--- config.mk ---
export PLATFORM = sky130hd
export DESIGN_NAME = if_fetch_unit
export DESIGN_NICKNAME = d
export VERILOG_FILES = /design/src/rtl/if_fetch_unit.sv
export SDC_FILE = /design/constraint.sdc
export NUM_CORES = 1
export LEC_CHECK = 0
export CORE_ASPECT_RATIO = 0.6
export CORE_MARGIN = 10
export CORE_UTILIZATION = 45
export CTS_CLUSTER_SIZE = 28
export DETAILED_ROUTE_END_ITERATION = 8
export PLACE_DENSITY = 0.82
export SLEW_MARGIN = 20
export SYNTH_ARGS = -nofsm -noshare
export SYNTH_HDL_FRONTEND = slang
export SYNTH_SLANG_ARGS = --single-unit
export TNS_END_PERCENT = 30
--- constraint.sdc ---
create_clock -name clk -period 6.8 [get_ports clk]
set_clock_uncertainty 0.15 [all_clocks]
set_input_delay 0.68 -clock clk [delete_from_list [all_inputs] [get_ports clk]]
set_output_delay 0.68 -clock clk [all_outputs]
set_load 0.005 [all_outputs]
--- src/rtl/if_fetch_unit.sv ---
`default_nettype none
// ============================================================================
//  Module      : if_fetch_unit
//  Description : Instruction-fetch stage. Owns the PC, drives the instruction
//                SRAM read port and hands {ce, pc} to decode. A branch redirect
//                that arrives while fetch is stalled is latched and replayed
//                when the stall releases.
//  Revision    : 1.0 - initial release
// ============================================================================
module if_fetch_unit #(
   parameter logic [31:0] RESET_PC = 32'hbfc0_0000,
   parameter int          STALL_W  = 6
) (
   input  logic               clk,
   input  logic               rst,
   input  logic [STALL_W-1:0] stall,
   input  logic [32:0]        br_bus,
   output logic [32:0]        if_to_id_bus,
   output logic               inst_sram_en,
   output logic [3:0]         inst_sram_wen,
   output logic [31:0]        inst_sram_addr,
   output logic [31:0]        inst_sram_wdata,
   output logic [31:0]        fetch_cnt,
   output logic               redir_pending
);

   // IDLE: nothing fetched yet; RUN: fetching; HOLD: redirect latched under stall
   localparam logic [1:0] c_IDLE = 2'd0;
   localparam logic [1:0] c_RUN  = 2'd1;
   localparam logic [1:0] c_HOLD = 2'd2;

   // PC value held during reset so the first increment-free step lands on RESET_PC
   localparam logic [31:0] c_PC_INIT = RESET_PC - 32'd4;

   logic [1:0]  r_state;
   logic [1:0]  w_state_nxt;
   logic [31:0] r_pc;
   logic        r_pend;
   logic [31:0] r_pend_addr;
   logic [31:0] r_fetch_cnt;
   logic        w_ce;
   logic        w_stall;
   logic        w_br_e;
   logic [31:0] w_br_addr;
   logic [31:0] w_next_pc;
   logic        w_unused;

   assign w_stall   = stall[0];
   assign w_br_e    = br_bus[32];
   assign w_br_addr = br_bus[31:0];

   // Upper stall bits belong to later pipeline stages
   assign w_unused  = ^stall[STALL_W-1:1];

   // A latched redirect is older than anything decode presents now, so it wins
   assign w_next_pc = r_pend ? r_pend_addr :
                      w_br_e ? w_br_addr   : r_pc + 32'd4;

   // State register
   always_ff @(posedge clk or posedge rst) begin
      if (rst) begin
         r_state <= c_IDLE;
      end else begin
         r_state <= w_state_nxt;
      end
   end

   // Next-state: leave IDLE unconditionally, park in HOLD while a redirect waits
   always_comb begin
      w_state_nxt = r_state;
      case (r_state)
         c_IDLE:  w_state_nxt = c_RUN;
         c_RUN:   if (w_stall && w_br_e) w_state_nxt = c_HOLD;
         c_HOLD:  if (!w_stall) w_state_nxt = c_RUN;
         default: w_state_nxt = c_IDLE;
      endcase
   end

   // Output decode: fetch is enabled in every state except IDLE
   always_comb begin
      w_ce = 1'b0;
      case (r_state)
         c_RUN,
         c_HOLD:  w_ce = 1'b1;
         default: w_ce = 1'b0;
      endcase
   end

   // PC, pending redirect and fetch counter datapath
   always_ff @(posedge clk or posedge rst) begin
      if (rst) begin
         r_pc        <= c_PC_INIT;
         r_pend      <= 1'b0;
         r_pend_addr <= 32'd0;
         r_fetch_cnt <= 32'd0;
      end else begin
         case (r_state)
            c_IDLE: begin
               r_pc <= RESET_PC;
            end
            c_RUN: begin
               if (!w_stall) begin
                  r_pc        <= w_next_pc;
                  r_fetch_cnt <= r_fetch_cnt + 32'd1;
               end else if (w_br_e) begin
                  r_pend      <= 1'b1;
                  r_pend_addr <= w_br_addr;
               end
            end
            c_HOLD: begin
               if (w_stall) begin
                  // Decode re-presents its branch each stalled cycle; keep the latest
                  if (w_br_e) r_pend_addr <= w_br_addr;
               end else begin
                  r_pc        <= w_next_pc;
                  r_pend      <= 1'b0;
                  r_fetch_cnt <= r_fetch_cnt + 32'd1;
               end
            end
            default: begin
               r_pend <= 1'b0;
            end
         endcase
      end
   end

   // Outputs come from registers only; the decode bus reads all-zero until fetch starts
   assign inst_sram_en    = w_ce;
   assign inst_sram_wen   = 4'b0000;
   assign inst_sram_addr  = r_pc;
   assign inst_sram_wdata = 32'd0;
   assign if_to_id_bus    = w_ce ? {1'b1, r_pc} : 33'd0;
   assign fetch_cnt       = r_fetch_cnt;
   assign redir_pending   = r_pend;

endmodule
`default_nettype wire
==> results of run 1 <==
how the worst max path moves through the flow:
| stage | end | slack, ns | depth (start not counted) |
|---|---|---|---|
| finish | fetch_cnt[24] | 3.52 | 6 |
| global route | fetch_cnt[24] | 3.35 | 6 |
| CTS | fetch_cnt[31] | 3.52 | 6 |
| detailed placement | fetch_cnt[31] | 3.16 | 6 |
| global placement | r_pend_addr[16] | 3.33 | 4 |
| floorplan | fetch_cnt[0] | 3.43 | 1 |
power by group:
| group | switching (mW) | total (mW) | internal (mW) |
|---|---|---|---|
| clock network | 0.244 | 0.537 | 0.293 |
| logic | 0.714 | 1.48 | 0.762 |
| registers | 0.213 | 1.05 | 0.832 |
logic make-up (layout without fill, tap and decap cells):
logic type	Yosys count	in the layout	synth area share [%]
AOI/OAI and AO/OA	150	150	17.01
xor gates and xnor gates	32	32	4.898
adders and majority gates	6	6	1.312
buffers and inverters	90	178	8.703
DFF	99	99	43.91
muxes	28	28	5.489
other	1	36	0.06554
and+or+nand+nor	198	198	18.61
flip-flops by register name, indices dropped and copies added (netlist names):
signal / flops
inst_sram_addr: 32
redir_pending: 1
r_state: 2
r_pend_addr: 32
fetch_cnt: 32
cell type report:
class                           count  area (µm²)  share of cell area, %
Clock buffer                        9       225.2                  3.063
Clock inverter                      7       81.33                  1.106
Inverter                           20       77.57                  1.055
Multi-Input combinational cell    450        2848                  38.73
Sequential cell                    99        2512                  34.17
Tap cell                          165       206.4                  2.808
Timing Repair Buffer              142        1401                  19.06
through the flow:
| stage | power (mW) | hold slack [ns] | cells | worst slack (ns) | util, % |
|---|---|---|---|---|---|
| 6_report | 3.058 | 0.3440 | 892 | 3.521 | 59.98 |
| 3_5_place_dp | 2.511 | 0.3341 | 876 | 3.160 | 57.44 |
| 5_1_grt | 3.259 | 0.3581 | 892 | 3.350 | 59.98 |
| 4_1_cts | 3.052 | 0.3464 | 892 | 3.520 | 59.94 |
| 2_1_floorplan | 1.849 | 0.3002 | 639 | 3.426 | - |
| 3_3_place_gp | 2.432 | 0.3110 | 876 | 3.327 | 57.44 |
cells in the final DEF, fill, tap and decap left out, types with 23 or more instances in the layout:
cell | synthesis | final
a21oi_1 | 32 | 32
clkdlybuf4s50_1 | 0 | 134
and2_1 | 35 | 35
mux2_2 | 27 | 27
nand3_1 | 26 | 26
xnor2_1 | 23 | 23
nand2_1 | 42 | 42
conb_1 | 1 | 36
o21ai_0 | 46 | 46
dfrtp_1 | 71 | 71
nor2_1 | 28 | 28
dfstp_2 | 28 | 28
layer usage:
| metal | vias up | track usage (%) | wire (µm) |
|---|---|---|---|
| met5 | - | 0 | 0 |
| met4 | 0 | 6.429 | 269 |
| met3 | 23 | 5.921 | 2081 |
| met2 | 305 | 28.62 | 7717 |
| met1 | 2511 | 23.39 | 6961 |
| li1 | 2325 | - | - |
==> impl_metrics.csv, run 1 <==
group,metric,value,unit
synthesis,ys.flop_type,"dfrtp_1",
drt,vias,5164,
hold_path,min_path_cells,1,
final_layout,areaGrowthSynthToFinish,28.49,%
hold_path,hp-class,"register to register",
grt,grt_usage,18.33,%
synthesis,netlist_area,5722,µm²
clock_network,cts_tree,"done",
timing,final.min_clock_period,3.279,ns
critical_path,worstPathRequired,6.92,ns
critical_path,ff2ff_setup_slack,3.88,ns
floorplanning,core_area,12260,µm²
clock_network,cts-buffers-inserted,9,
place,place_congestion,0.9060,
timing,rsz0062_at_grt,"false",
power,p_per_area,415.9,nW/µm²
final_layout,drive_above_1_share,12.38,%
final_layout,antenna_cells,0,
synthesis,synth_top_area_share,31.05,%
critical_path,startpoint,"stall[0]",
floorplanning,start_util,46.68,%
timing,hold_violations,0,
floorplanning,die-area,17770,µm²
timing,relSlewSlack,29.32,%
synthesis,yosys_warnings,0,
synthesis,syn_area_per_cell,9.473,µm²
grt,grt_pass1_vias,5056,
timing,setup-tns-final,0,ns
grt,grt_pass1_wl,26.19,mm
clock_network,post_cts_resized,0,
drt,vias_per_cell,5.789,
place,placed_area,7041,µm²
hold_path,min_from,"fetch_cnt[25]",
clock_network,clock_sinks,99,
final_layout,nFillCells,1008,
clock_network,cts_max_level,3,
grt,gr-total-overflow,0,
place,portBuffers,134,
critical_path,reg2regPathDepth,7,
critical_path,timing.rr.start,"r_state[0]",
floorplanning,die_x,165.6,µm
clock_network,post_cts_buffers,0,
timing,worstMarginPinSlew,1.052,ns
drt,routed_wl,17.03,mm
critical_path,critical_path_arrival,3.40,ns
power,leakagePower,3.006,nW
run,max_cap_violations,0,
clock_network,cts_buffer_depth,2,
clock_network,cts_hold_buf,0,
drt,first_pass_iters,5,
synthesis,synth-edff-count,0,
final_layout,nets,769,
timing,setup_viol,0,
timing,period_share,48.22,%
clock_network,clkSlewWorstSetupHoldPaths,0.07,ns
critical_path,slowest_stage,"nor3_1",
critical_path,worst_setup_path_start_kind,"input port",
critical_path,cp_slowest_stage_delay,0.89,ns
critical_path,crit_type,"input port to register",
clock_network,clk_latency,0.36,ns
synthesis,synthDistinctLibCells,63,
timing,final_max_slew_viol_count,0,
place,dpl.hpwl,12.77,mm
drt,avgRoutedWirePerCell,19.09,µm
drt,antenna_left,0,
synthesis,synthArstFlopShare,100.0,%
critical_path,r2r-end,"fetch_cnt[24]",
hold_path,worstHoldEndpoint,"fetch_cnt[25]",
drt,route.detailed.drc,0,
grt,antenna_found_initial,0,
outcome,outcome,"finished clean",
critical_path,worstPathMaxFanout,13,
synthesis,synth_commonest_cells,"71 x dfrtp_1, 46 x o21ai_0, 42 x nand2_1",
final_layout,design_area,7352,µm²
critical_path,cp-end-kind,"register",
drt,drtIter0Drc,438,
synthesis,yosysMostFrequentCell,"dfrtp_1",
floorplanning,fp.dieH,107.3,µm
synthesis,synthTopCellsByArea,"dfrtp_1 31%, dfstp_2 13%, mux2_2 5.3%",
floorplanning,row_count,31,
clock_network,clk_root_buffer_cell,"clkbuf_16",
grt,grt_start_max_net_pins,62,
timing,max_freq,0.3050,GHz
synthesis,synth_area_leader_cell,"dfrtp_1",
critical_path,crit_buf_inv,1,
synthesis,ys_ff_latch,99,
critical_path,crit_family,"simple AND/OR/NAND/NOR gates",
power,vdd_drop_max,215.5,µV
synthesis,synthCells,604,
synthesis,yosysSeqAreaShare,43.91,%
critical_path,path_cells,"clkdlybuf4s50_1 -> nand2b_1 -> nor3_1 -> nand3_1 -> nor3b_1 -> xor2_1",
floorplanning,io_pins,176,
No activity file was read; power rests on OpenSTA's default activity.
==> run 2: changes to the inputs <==
clock period = 3.2 ns   (was 6.8 ns; I/O delays follow)
==> run 2 against run 1 <==
  * Core utilization is 0.25 points higher
  * Die area is the same
  * First-iteration DRC count fell by 13%
  * Routed wire length up 0.79%
  * Critical endpoint is now if_to_id_bus[4]
  * Power increased by 110%
  * Worst setup slack got worse by 3.2 ns
  * Global-route usage rose by 0.27 points
  * Cell count up 0.56%
  * Sequential power grew 110%
==> impl_metrics.csv, run 2 (synthesis results as in run 1) <==
group,metric,value,unit
timing,rsz0062_at_grt,"false",
final_layout,final_cell_mix,"134 x clkdlybuf4s50_1, 71 x dfrtp_1, 46 x o21ai_0",
critical_path,cp-end-kind,"output port",
critical_path,critical_path_arrival,2.37,ns
timing,final_max_slew_viol_count,0,
critical_path,cp_slowest_stage_delay,0.51,ns
final_layout,antenna_cells,0,
critical_path,timing.rr.start,"inst_sram_addr[2]",
clock_network,cts-buffers-inserted,9,
critical_path,worst_setup_path_start_kind,"register",
power,p_per_area,872.2,nW/µm²
final_layout,drive_above_1_share,12.84,%
final_layout,mostFrequentLayoutCell,"clkdlybuf4s50_1",
drt,vias_per_cell,5.666,
floorplanning,start_util,46.68,%
timing,setup_viol,0,
hold_path,hp-class,"input port to asynchronous set/reset pin",
timing,setup_ws,0.3612,ns
floorplanning,io_pins,176,
timing,final.min_clock_period,2.839,ns
critical_path,startpoint,"r_state[0]",
clock_network,clk_latency,0.35,ns
drt,drtIter0Drc,379,
timing,worstMarginPinSlew,0.6618,ns
grt,grt_pass1_vias,5047,
drt,vias,5082,
timing,period_share,88.71,%
final_layout,nFillCells,1041,
place,portBuffers,134,
floorplanning,fp.dieH,107.3,µm
floorplanning,core_area,12260,µm²
grt,antenna_found_initial,0,
outcome,outcome,"finished clean",
power,leakagePower,3.020,nW
floorplanning,die_x,165.6,µm
clock_network,clk_root_buffer_cell,"clkbuf_16",
floorplanning,die-area,17770,µm²
place,place_congestion,0.8883,
clock_network,post_cts_resized,0,
drt,first_pass_iters,5,
clock_network,cts_tree,"done",
run,max_cap_violations,0,
clock_network,cts_max_level,3,
place,dpl.hpwl,12.97,mm
clock_network,clkSlewWorstSetupHoldPaths,0.07,ns
grt,gr-total-overflow,0,
critical_path,crit_type,"register to output port",
critical_path,slowest_stage,"clkdlybuf4s50_1",
drt,routed_wl,17.16,mm
clock_network,post_cts_buffers,0,
floorplanning,row_count,31,
timing,relSlewSlack,55.47,%
final_layout,nets,774,
clock_network,clock_sinks,99,
timing,max_freq,0.3523,GHz
grt,grt_start_max_net_pins,52,
clock_network,cts_buffer_depth,2,
critical_path,path_cells,"inv_1 -> ha_1 -> buf_4 -> and2_2 -> clkdlybuf4s50_1",
final_layout,areaGrowthSynthToFinish,29.02,%
power,vdd_drop_max,483.2,µV
critical_path,worstPathRequired,2.73,ns
grt,grt_pass1_wl,26.50,mm
drt,avgRoutedWirePerCell,19.13,µm
timing,hold_violations,0,
timing,setup-tns-final,0,ns
clock_network,cts_hold_buf,0,
grt,grt_usage,18.61,%
place,post-place-ws,0.5927,ns
drt,antenna_left,0,
drt,route.detailed.drc,0,
critical_path,worstPathMaxFanout,33,
==> run 2: area by class of cell <==
type | instances | area, µm² | share of cell area (%)
clock buffers | 10 | 239.0 | 3.237
clock inverters | 6 | 52.55 | 0.7119
inverters | 20 | 77.57 | 1.051
repair buffers | 147 | 1451 | 19.66
multi-input cells | 450 | 2843 | 38.51
flip-flops and latches | 99 | 2512 | 34.03
well taps | 165 | 206.4 | 2.797
==> run 2: final timing paths <==
path / depth (start not counted) / end / slack [ns]
max reg2reg: 6 / inst_sram_addr[30] / 0.47
min reg2reg: 1 / fetch_cnt[25] / 0.34
min: 2 / r_pend_addr[10] / 0.25
min in group clk: 1 / fetch_cnt[25] / 0.34
max: 5 / if_to_id_bus[4] / 0.36
max in group asynchronous: 3 / inst_sram_addr[2] / 1.89
==> run 2: worst max-delay path: cells and delay by family (launching register included) <==
kind,cells,cell delay (ns)
buf+inv,3,0.94
flops,1,0.39
simple gates,1,0.23
fa+ha+maj,1,0.46
==> run 2: power by group <==
| group | internal [mW] | total [mW] | switching (mW) |
|---|---|---|---|
| Combinational | 1.63 | 3.15 | 1.52 |
| Clock | 0.563 | 1.08 | 0.517 |
| Sequential | 1.77 | 2.21 | 0.438 |
| Total | 3.96 | 6.44 | 2.48 |
==> run 2: metrics by stage <==
step / hold WS [ns] / area [µm²] / power, mW / std cells / util, %
3_5_place_dp: 0.3252 / 7091 / 5.350 / 881 / 57.85
3_3_place_gp: 0.3097 / 7091 / 5.193 / 881 / 57.85
2_1_floorplan: 0.3002 / 5853 / 3.929 / 639 / -
6_report: 0.2480 / 7382 / 6.438 / 897 / 60.23
5_1_grt: 0.3085 / 7382 / 6.871 / 897 / 60.23
4_1_cts: 0.2734 / 7382 / 6.442 / 897 / 60.23
==> run 2: metal layers <==
layer,vias to the layer above,global-route usage [%],wire length [µm]
met5,-,0,0
met4,0,4.931,231
met3,22,6.494,1888
met2,257,29.13,7756
met1,2463,23.96,7288
li1,2340,-,-
